`src/rtl/prng_pkg.sv`:
```
// Shared definitions for the entropy-mixing PRNG: default constants, FSM
// encoding and the Galois LFSR step with entropy injection and zero-lock guard.
package prng_pkg;

  localparam int unsigned LFSR_MAX_W = 64;

  localparam int unsigned DEF_WIDTH = 16;
  localparam logic [15:0] DEF_TAPS  = 16'h002D;
  localparam logic [15:0] DEF_SEED  = 16'hACE1;

  typedef enum logic [1:0] {
    ST_WARMUP   = 2'd0,
    ST_READY    = 2'd1,
    ST_RECHARGE = 2'd2
  } prng_state_e;

  // Operates on a LFSR_MAX_W container so any WIDTH up to 64 can share it;
  // bits above width are masked off and must be ignored by the caller.
  function automatic logic [LFSR_MAX_W-1:0] lfsr_step(
    input logic [LFSR_MAX_W-1:0] s,
    input logic                  e_bit,
    input logic [LFSR_MAX_W-1:0] taps,
    input logic [LFSR_MAX_W-1:0] seed,
    input int unsigned           width
  );
    logic [LFSR_MAX_W-1:0] mask;
    logic [LFSR_MAX_W-1:0] t;
    logic                  fb;
    mask = (LFSR_MAX_W'(1) << width) - LFSR_MAX_W'(1);
    fb   = |(s & (LFSR_MAX_W'(1) << (width - 1)));
    t    = ((s << 1) ^ (fb ? taps : '0) ^ LFSR_MAX_W'(e_bit)) & mask;
    return (t == '0) ? (seed & mask) : t;
  endfunction

endpackage

```
`src/rtl/lfsr_absorb.sv`:
```
// LFSR state register: absorbs one entropy bit per cycle, with reseed load
// and zero-lock protection on both the step and the reseed value.
module lfsr_absorb
  import prng_pkg::*;
#(
  parameter int               WIDTH = DEF_WIDTH,
  parameter logic [WIDTH-1:0] TAPS  = WIDTH'(DEF_TAPS),
  parameter logic [WIDTH-1:0] SEED  = WIDTH'(DEF_SEED)
) (
  input  logic             clk,
  input  logic             rst,
  input  logic             e_bit,
  input  logic             reseed,
  input  logic [WIDTH-1:0] reseed_word,
  output logic [WIDTH-1:0] s_next
);

  logic [WIDTH-1:0] s;

  assign s_next = WIDTH'(lfsr_step(LFSR_MAX_W'(s), e_bit, LFSR_MAX_W'(TAPS),
                                   LFSR_MAX_W'(SEED), WIDTH));

  // The e_bit of a reseed cycle is intentionally dropped.
  always_ff @(posedge clk or posedge rst) begin
    if (rst) begin
      s <= SEED;
    end else if (reseed) begin
      s <= (reseed_word == '0) ? SEED : reseed_word;
    end else begin
      s <= s_next;
    end
  end

endmodule

```
`src/rtl/entropy_prng.sv`:
```
// Per-lane PRNG: wraps the entropy-absorbing LFSR with warm-up/recharge
// pacing and a registered valid/ready word output.
module entropy_prng
  import prng_pkg::*;
#(
  parameter int               WIDTH  = DEF_WIDTH,
  parameter logic [WIDTH-1:0] TAPS   = WIDTH'(DEF_TAPS),
  parameter logic [WIDTH-1:0] SEED   = WIDTH'(DEF_SEED),
  parameter int               WARMUP = 16,
  parameter int               GAP    = 4
) (
  input  logic             clk,
  input  logic             rst,
  input  logic             e_bit,
  input  logic             reseed,
  input  logic [WIDTH-1:0] reseed_word,
  output logic             rnd_valid,
  input  logic             rnd_ready,
  output logic [WIDTH-1:0] rnd_word,
  output logic             warm
);

  localparam int CNT_MAX = (WARMUP > GAP) ? WARMUP : GAP;
  localparam int CNT_W   = (CNT_MAX > 1) ? $clog2(CNT_MAX) : 1;
  localparam logic [CNT_W-1:0] WARM_LAST = CNT_W'(WARMUP - 1);
  localparam logic [CNT_W-1:0] GAP_LAST  = CNT_W'(GAP - 1);

  prng_state_e      state, state_nx;
  logic [CNT_W-1:0] cnt, cnt_nx;
  logic             valid_nx, warm_nx;
  logic [WIDTH-1:0] word_nx;
  logic [WIDTH-1:0] s_next;

  lfsr_absorb #(
    .WIDTH (WIDTH),
    .TAPS  (TAPS),
    .SEED  (SEED)
  ) u_lfsr (
    .clk         (clk),
    .rst         (rst),
    .e_bit       (e_bit),
    .reseed      (reseed),
    .reseed_word (reseed_word),
    .s_next      (s_next)
  );

  always_ff @(posedge clk or posedge rst) begin
    if (rst) begin
      state     <= ST_WARMUP;
      cnt       <= '0;
      rnd_valid <= 1'b0;
      rnd_word  <= '0;
      warm      <= 1'b0;
    end else begin
      state     <= state_nx;
      cnt       <= cnt_nx;
      rnd_valid <= valid_nx;
      rnd_word  <= word_nx;
      warm      <= warm_nx;
    end
  end

  // Reseed overrides everything; a transfer in the same cycle is simply
  // treated as done because the consumer already sampled rnd_word.
  always_comb begin
    state_nx = state;
    cnt_nx   = cnt;
    valid_nx = rnd_valid;
    word_nx  = rnd_word;
    warm_nx  = warm;
    if (reseed) begin
      state_nx = ST_WARMUP;
      cnt_nx   = '0;
      valid_nx = 1'b0;
      warm_nx  = 1'b0;
    end else begin
      case (state)
        ST_WARMUP: begin
          if (cnt == WARM_LAST) begin
            word_nx  = s_next;
            valid_nx = 1'b1;
            warm_nx  = 1'b1;
            cnt_nx   = '0;
            state_nx = ST_READY;
          end else begin
            cnt_nx = cnt + CNT_W'(1);
          end
        end
        ST_READY: begin
          if (rnd_ready) begin
            valid_nx = 1'b0;
            cnt_nx   = '0;
            state_nx = ST_RECHARGE;
          end
        end
        ST_RECHARGE: begin
          if (cnt == GAP_LAST) begin
            word_nx  = s_next;
            valid_nx = 1'b1;
            cnt_nx   = '0;
            state_nx = ST_READY;
          end else begin
            cnt_nx = cnt + CNT_W'(1);
          end
        end
        default: begin
          state_nx = ST_WARMUP;
          cnt_nx   = '0;
          valid_nx = 1'b0;
        end
      endcase
    end
  end

endmodule

```
`config.mk`:
```
export PLATFORM = sky130hd
export DESIGN_NAME = entropy_prng
export DESIGN_NICKNAME = d
export VERILOG_FILES = /design/src/rtl/prng_pkg.sv /design/src/rtl/lfsr_absorb.sv /design/src/rtl/entropy_prng.sv
export SDC_FILE = /design/constraint.sdc
export NUM_CORES = 1
export LEC_CHECK = 0
export CORE_ASPECT_RATIO = 1.75
export CORE_UTILIZATION = 49
export CTS_CLUSTER_DIAMETER = 30
export DETAILED_ROUTE_END_ITERATION = 6
export PLACE_DENSITY_LB_ADDON = 0.08
export SETUP_SLACK_MARGIN = 0.02
export SLEW_MARGIN = 20
export SYNTH_ARGS = -nofsm -noshare
export SYNTH_HDL_FRONTEND = slang
export SYNTH_SLANG_ARGS = --single-unit
```
`constraint.sdc`:
```
create_clock -name clk -period 2.1 [get_ports clk]
set_clock_uncertainty 0.1 [all_clocks]
set_input_delay 0.42 -clock clk [delete_from_list [all_inputs] [get_ports clk]]
set_output_delay 0.42 -clock clk [all_outputs]
set_load 0.005 [all_outputs]
```
# == Word level (Yosys, flattened, before mapping) ==
# Index checks and enable logic that the tools add are counted.
# word_totals
reg_bits,40
in_bits,21
output_inout_bits,18
word_cells,52
# classes
n_addsub,1
eq_ne,9
muxes,24
n_bitwise,3
reduce_logical,9
# ops
operator,n
2-to-1 mux 16 bit,5
zero test 64 bit,1
case mux 16 bit (2 select lines),1
zero test 16 bit,1
2-to-1 mux 4 bit,4
XOR 16 x 1 -> 16 bit,1
XOR 16 bit,1
case mux 4 bit (3 select lines),1
!= test 3 bit (second input constant),3
2-to-1 mux 2 bit,4
2-to-1 mux 1 bit,6
2-to-1 mux 6 bit,1
case mux 2 bit (3 select lines),1
nonzero test 2 bit,3
adder 4 x 1 -> 4 bit (second input constant),1
equality test 4 x 2 -> 1 bit (second input constant),1
equality test 4 bit (second input constant),1
!= test 2 bit (second input constant),2
AND reduction 4 bit,1
case mux 1 bit (3 select lines),1
AND reduction 3 bit,1
equality test 2 x 1 -> 1 bit (second input constant),1
equality test 2 bit (second input constant),1
zero test 2 bit,1
other kinds (2),2

# == Longest topological paths before layout ==
# depth
depth_word,7
ltp_mapped,6
mapped_depth_nobuf,5

# == Modules after synthesis ==
# A second synthesis with hierarchy kept.
# unflattened
cells_unflattened,140
area_unflattened_um2,1843.0
# by_module_without_submodules
mod,instances,cells_each,area_each_um2,seq_area_each_um2
entropy_prng,1,69,1013.5,575.6
lfsr_absorb,1,71,829.5,410.4

# == Worst setup path before layout ==
# OpenSTA, ideal clock, no wires.
# synth_path
path_kind,register -> register
start,register cnt[0]
end,register rnd_word[10]
setup_ps,121
arrival_ps,1641
t_required_ps,1879
setup_slack_ps,238
stages_incl_launch_ff,7
n_path_buf,1
synth_period_minus_slack_ps,1862
cell_sequence,dfrtp_1 ha_1 or3b_1 a21oi_4 buf_8 o21ai_4 o22a_1
# synth_between
elab_chain_cells,3
word_cells_on_any_way,5
classes_between,eq/ne (4); reduce/logical (1)
# synth_lines
item,line,rtl
"start, declared",entropy_prng.sv:29,"logic [CNT_W-1:0] cnt, cnt_nx;"
"start signal, assigned",entropy_prng.sv:56,cnt <= cnt_nx;
equality test 4 x 2 -> 1 bit or equality test 4 bit (tied branches),"entropy_prng.sv:97, entropy_prng.sv:79",
!= test 2 bit (no line),-,
AND reduction 4 bit (no line) (*),-,
"end signal, assigned",entropy_prng.sv:58,rnd_word <= word_nx;
"end, declared",entropy_prng.sv:19,"output logic [WIDTH-1:0] rnd_word,"
# Mark *: on every way between the ends. The rest lies on a longest branch, timed or not.
# A chain may end at the register's enable or synchronous reset.

# == Worst setup path in the final report ==
# layout_path
start,register u_lfsr.s[15]
end,register u_lfsr.s[7]
# layout_between
elab_chain_cells,6
# layout_lines
item,line,rtl
"start, declared",lfsr_absorb.sv:18,logic [WIDTH-1:0] s;
"start signal, assigned",lfsr_absorb.sv:28,s <= (reseed_word == '0) ? SEED : reseed_word;
"start signal, assigned",lfsr_absorb.sv:30,s <= s_next;
2-to-1 mux 6 bit,prng_pkg.sv:31,t = ((s << 1) ^ (fb ? taps : '0) ^ LFSR_MAX_W'(e_bit)) & mask;
XOR 16 bit,prng_pkg.sv:31,
XOR 16 x 1 -> 16 bit,prng_pkg.sv:31,
zero test 64 bit,prng_pkg.sv:32,return (t == '0) ? (seed & mask) : t;
2-to-1 mux 16 bit,prng_pkg.sv:32,
2-to-1 mux 16 bit,lfsr_absorb.sv:27,end else if (reseed) begin
# Every way passes these cells.

==> reports/metrics.cfg <==
[synthesis]
yosysTopAreaCellShare_pct=46.0
synth_warnings=0
syn_nets=149
seq_area_frac_synth_pct=58.5
yosysTopAreaCell=dfrtp_1
synth.distinct_cells=31
synth_cells=127
netlist_area_um2=1690
ys_ff_latch=39
avgSynthCellArea_um2=13.3
synth.area.top_cells=dfrtp_1, dfstp_2, mux2_2

[sta]
worstMarginPinSlew_ns=0.512
setup_tns_ns=0
finalCritPeriodShare_pct=90.0
slew_viol_final=0
hold_viol_final=0
fin_crit_ns=1.89
rsz0062_at_grt=false
clock.fmax_mhz=529
slew_headroom_pct=65.8
setup_viol=0

[finish]
final.fill_count=256
syn_to_final_growth_pct=33.2
drive_gt1_share_pct=23.7
seqCellArea_um2=986
antenna_cells=0
layout_commonest_cell=clkdlybuf4s50_1
final_cell_area_um2=2240
most-common-layout-cells=clkdlybuf4s50_1, dfrtp_1, mux2_2, nor4_1
nets=198
multiInputGateArea_um2=661

[placement]
portBuffers=38
gp_congestion=0.860
place_hpwl_um=2960
placed_area_um2=2160

[critical_path]
ff2ff_path_depth=4
critPathLaunch=u_lfsr.s[15]
r2r_start=u_lfsr.s[15]
crit_fanout=8
worstReg2RegEnd=u_lfsr.s[7]
cp-end-kind=flop
r2r_slack_ns=0.21
critical_path_class=reg2reg
required_ns=2.22
crit_arrival_ns=2.01
cp-endpoint=u_lfsr.s[7]
startpoint_type=flop

[floorplanning]
dieArea_um2=3690
die_w_um=46.3
io_pins=39
rows=27
die_h_um=79.6
coreArea_um2=3210
start_util_pct=52.5

[clocking]
cts-hold-fix-buffers=0
clkTransAtPathRegs_ns=0.07
cts_resized=0
htreeDepth=2
cts_root_buffer=clkbuf_8
clockBufferDepth=2
clock-sinks=39
cts_buffers=5
postCtsSetupRepairBufs=0
cts_tree=yes
clock_latency_ns=0.29

[pwr]
p_per_area_nw_per_um2=668
swShare_pct=24.0
p_switching_w=0.000359
finalPower_w=0.00150
p_int_w=0.00114
ir_drop_mv=0.563
p_leak_nw=0.931
combPwrFrac_pct=11.2
pwr-share-clk_pct=31.8
p_seq_share_pct=57.0

[grt]
grt_overflow_total=0
grt_pass1_vias=1255
grt_max_degree=40
grt_pass1_wl_um=5900
antenna_found_initial=0
grt.total_usage_pct=22.9

[drt]
drt_iter0_drc=21
routedWlPerCell_um=17.5
drc=0
wl_um=3850
vias=1265
first_pass_iters=4
ant_nets=0
viasPerCell=5.75

[worst_hold_path]
hp-start=rnd_word[9]
holdCritPathClass=reg2reg

[run]
cap_violations=0

[status]
status=finished, final reports clean

[registers in the layout, indices dropped and copies added, names as in the netlist]
| register | cells |
|---|---|
| cnt | 4 |
| rnd_word | 16 |
| state | 2 |
| u_lfsr.s | 16 |
| warm | 1 |
[layer usage]
metal / share of wire (%) / up-vias / wire, um / GRT usage [%]
li1: - / 584 / - / -
met1: 36 / 635 / 1380 / 22.8
met2: 58 / 35 / 2240 / 42.1
met3: 3.5 / 11 / 134 / 5.43
met4: 2.6 / 0 / 101 / 8.82
met5: 0 / - / 0 / 0
[area by class of cell]
| class | count | area share, % |
|---|---|---|
| Clock buffer | 8 | 3.57 |
| Inverter | 3 | 0.502 |
| Multi-Input combinational cell | 81 | 29.4 |
| Sequential cell | 39 | 43.9 |
| Tap cell | 43 | 2.40 |
| Timing Repair Buffer | 46 | 20.2 |
[worst max-delay path, stage by stage (launching register included)]
cell and delay [ns]:
dfstp_2 0.61, xor2_1 0.13, nand4b_1 0.28, nor2_1 0.47
o32a_1 0.23
[how the worst min path moves through the flow]
stage                   to  slack, ns  cells after the start
3_5_place_dp   rnd_word[7]       0.40                      1
6_report       rnd_word[9]       0.41                      1
4_1_cts        rnd_word[9]       0.41                      1
3_3_place_gp          warm       0.38                      2
2_1_floorplan       cnt[1]       0.38                      2
5_1_grt        rnd_word[9]       0.43                      1
[logic make-up (layout without fill, tap and decap cells)]
| kind of cell | count (synthesis) | count (layout) | share of synthesized area [%] |
|---|---|---|---|
| compound gates | 27 | 27 | 13.9 |
| xor+xnor | 4 | 4 | 2.08 |
| fa+ha+maj | 1 | 1 | 0.742 |
| buf+inv | 7 | 57 | 2.30 |
| flops | 39 | 39 | 58.5 |
| mux | 16 | 16 | 10.7 |
| simple gates | 33 | 33 | 11.8 |
[stage by stage]
stage / hold WS, ns / setup slack (ns) / util [%] / std cells
floorplan: 0.376 / 0.238 / - / 127
global placement: 0.381 / -0.00708 / 67.4 / 212
detailed placement: 0.400 / -0.0458 / 67.4 / 212
CTS: 0.412 / 0.210 / 69.9 / 220
global route: 0.425 / 0.131 / 69.9 / 220
finish: 0.411 / 0.211 / 69.9 / 220
[cells in the mapped netlist]
| cell | count |
|---|---|
| inv_1 | 3 |
| o21ai_0 | 4 |
| nand2_1 | 6 |
| nand3b_1 | 2 |
| a21oi_1 | 3 |
| o21ai_4 | 1 |
| ha_1 | 1 |
| nand3_1 | 2 |
| o32a_1 | 8 |
| nand4b_1 | 1 |
| a21oi_4 | 1 |
| clkbuf_1 | 2 |
| and4bb_2 | 1 |
| a211o_1 | 1 |
| buf_8 | 1 |
| nor3_1 | 1 |
| dfrtp_1 | 31 |
| and4_1 | 1 |
| or2_2 | 1 |
| dfstp_2 | 8 |
| or3b_4 | 1 |
| nor2b_1 | 1 |
| o31ai_1 | 1 |
| xor2_1 | 4 |
| nor4_1 | 10 |
| nand4_1 | 1 |
| o22a_1 | 8 |
| mux2_2 | 16 |
| buf_2 | 1 |
| nor2_1 | 4 |
| or3b_1 | 1 |
[power groups by stage]
stage	sequential [W]	clock [W]	combinational [W]
after floorplan	0.000846	0	0.0000932
after global placement	0.000865	0	0.000164
after detailed placement	0.000868	0	0.000169
after CTS	0.000855	0.000484	0.000170
after global routing	0.000858	0.000519	0.000182
final	0.000855	0.000477	0.000168
Power figures use the tool's default switching activity.
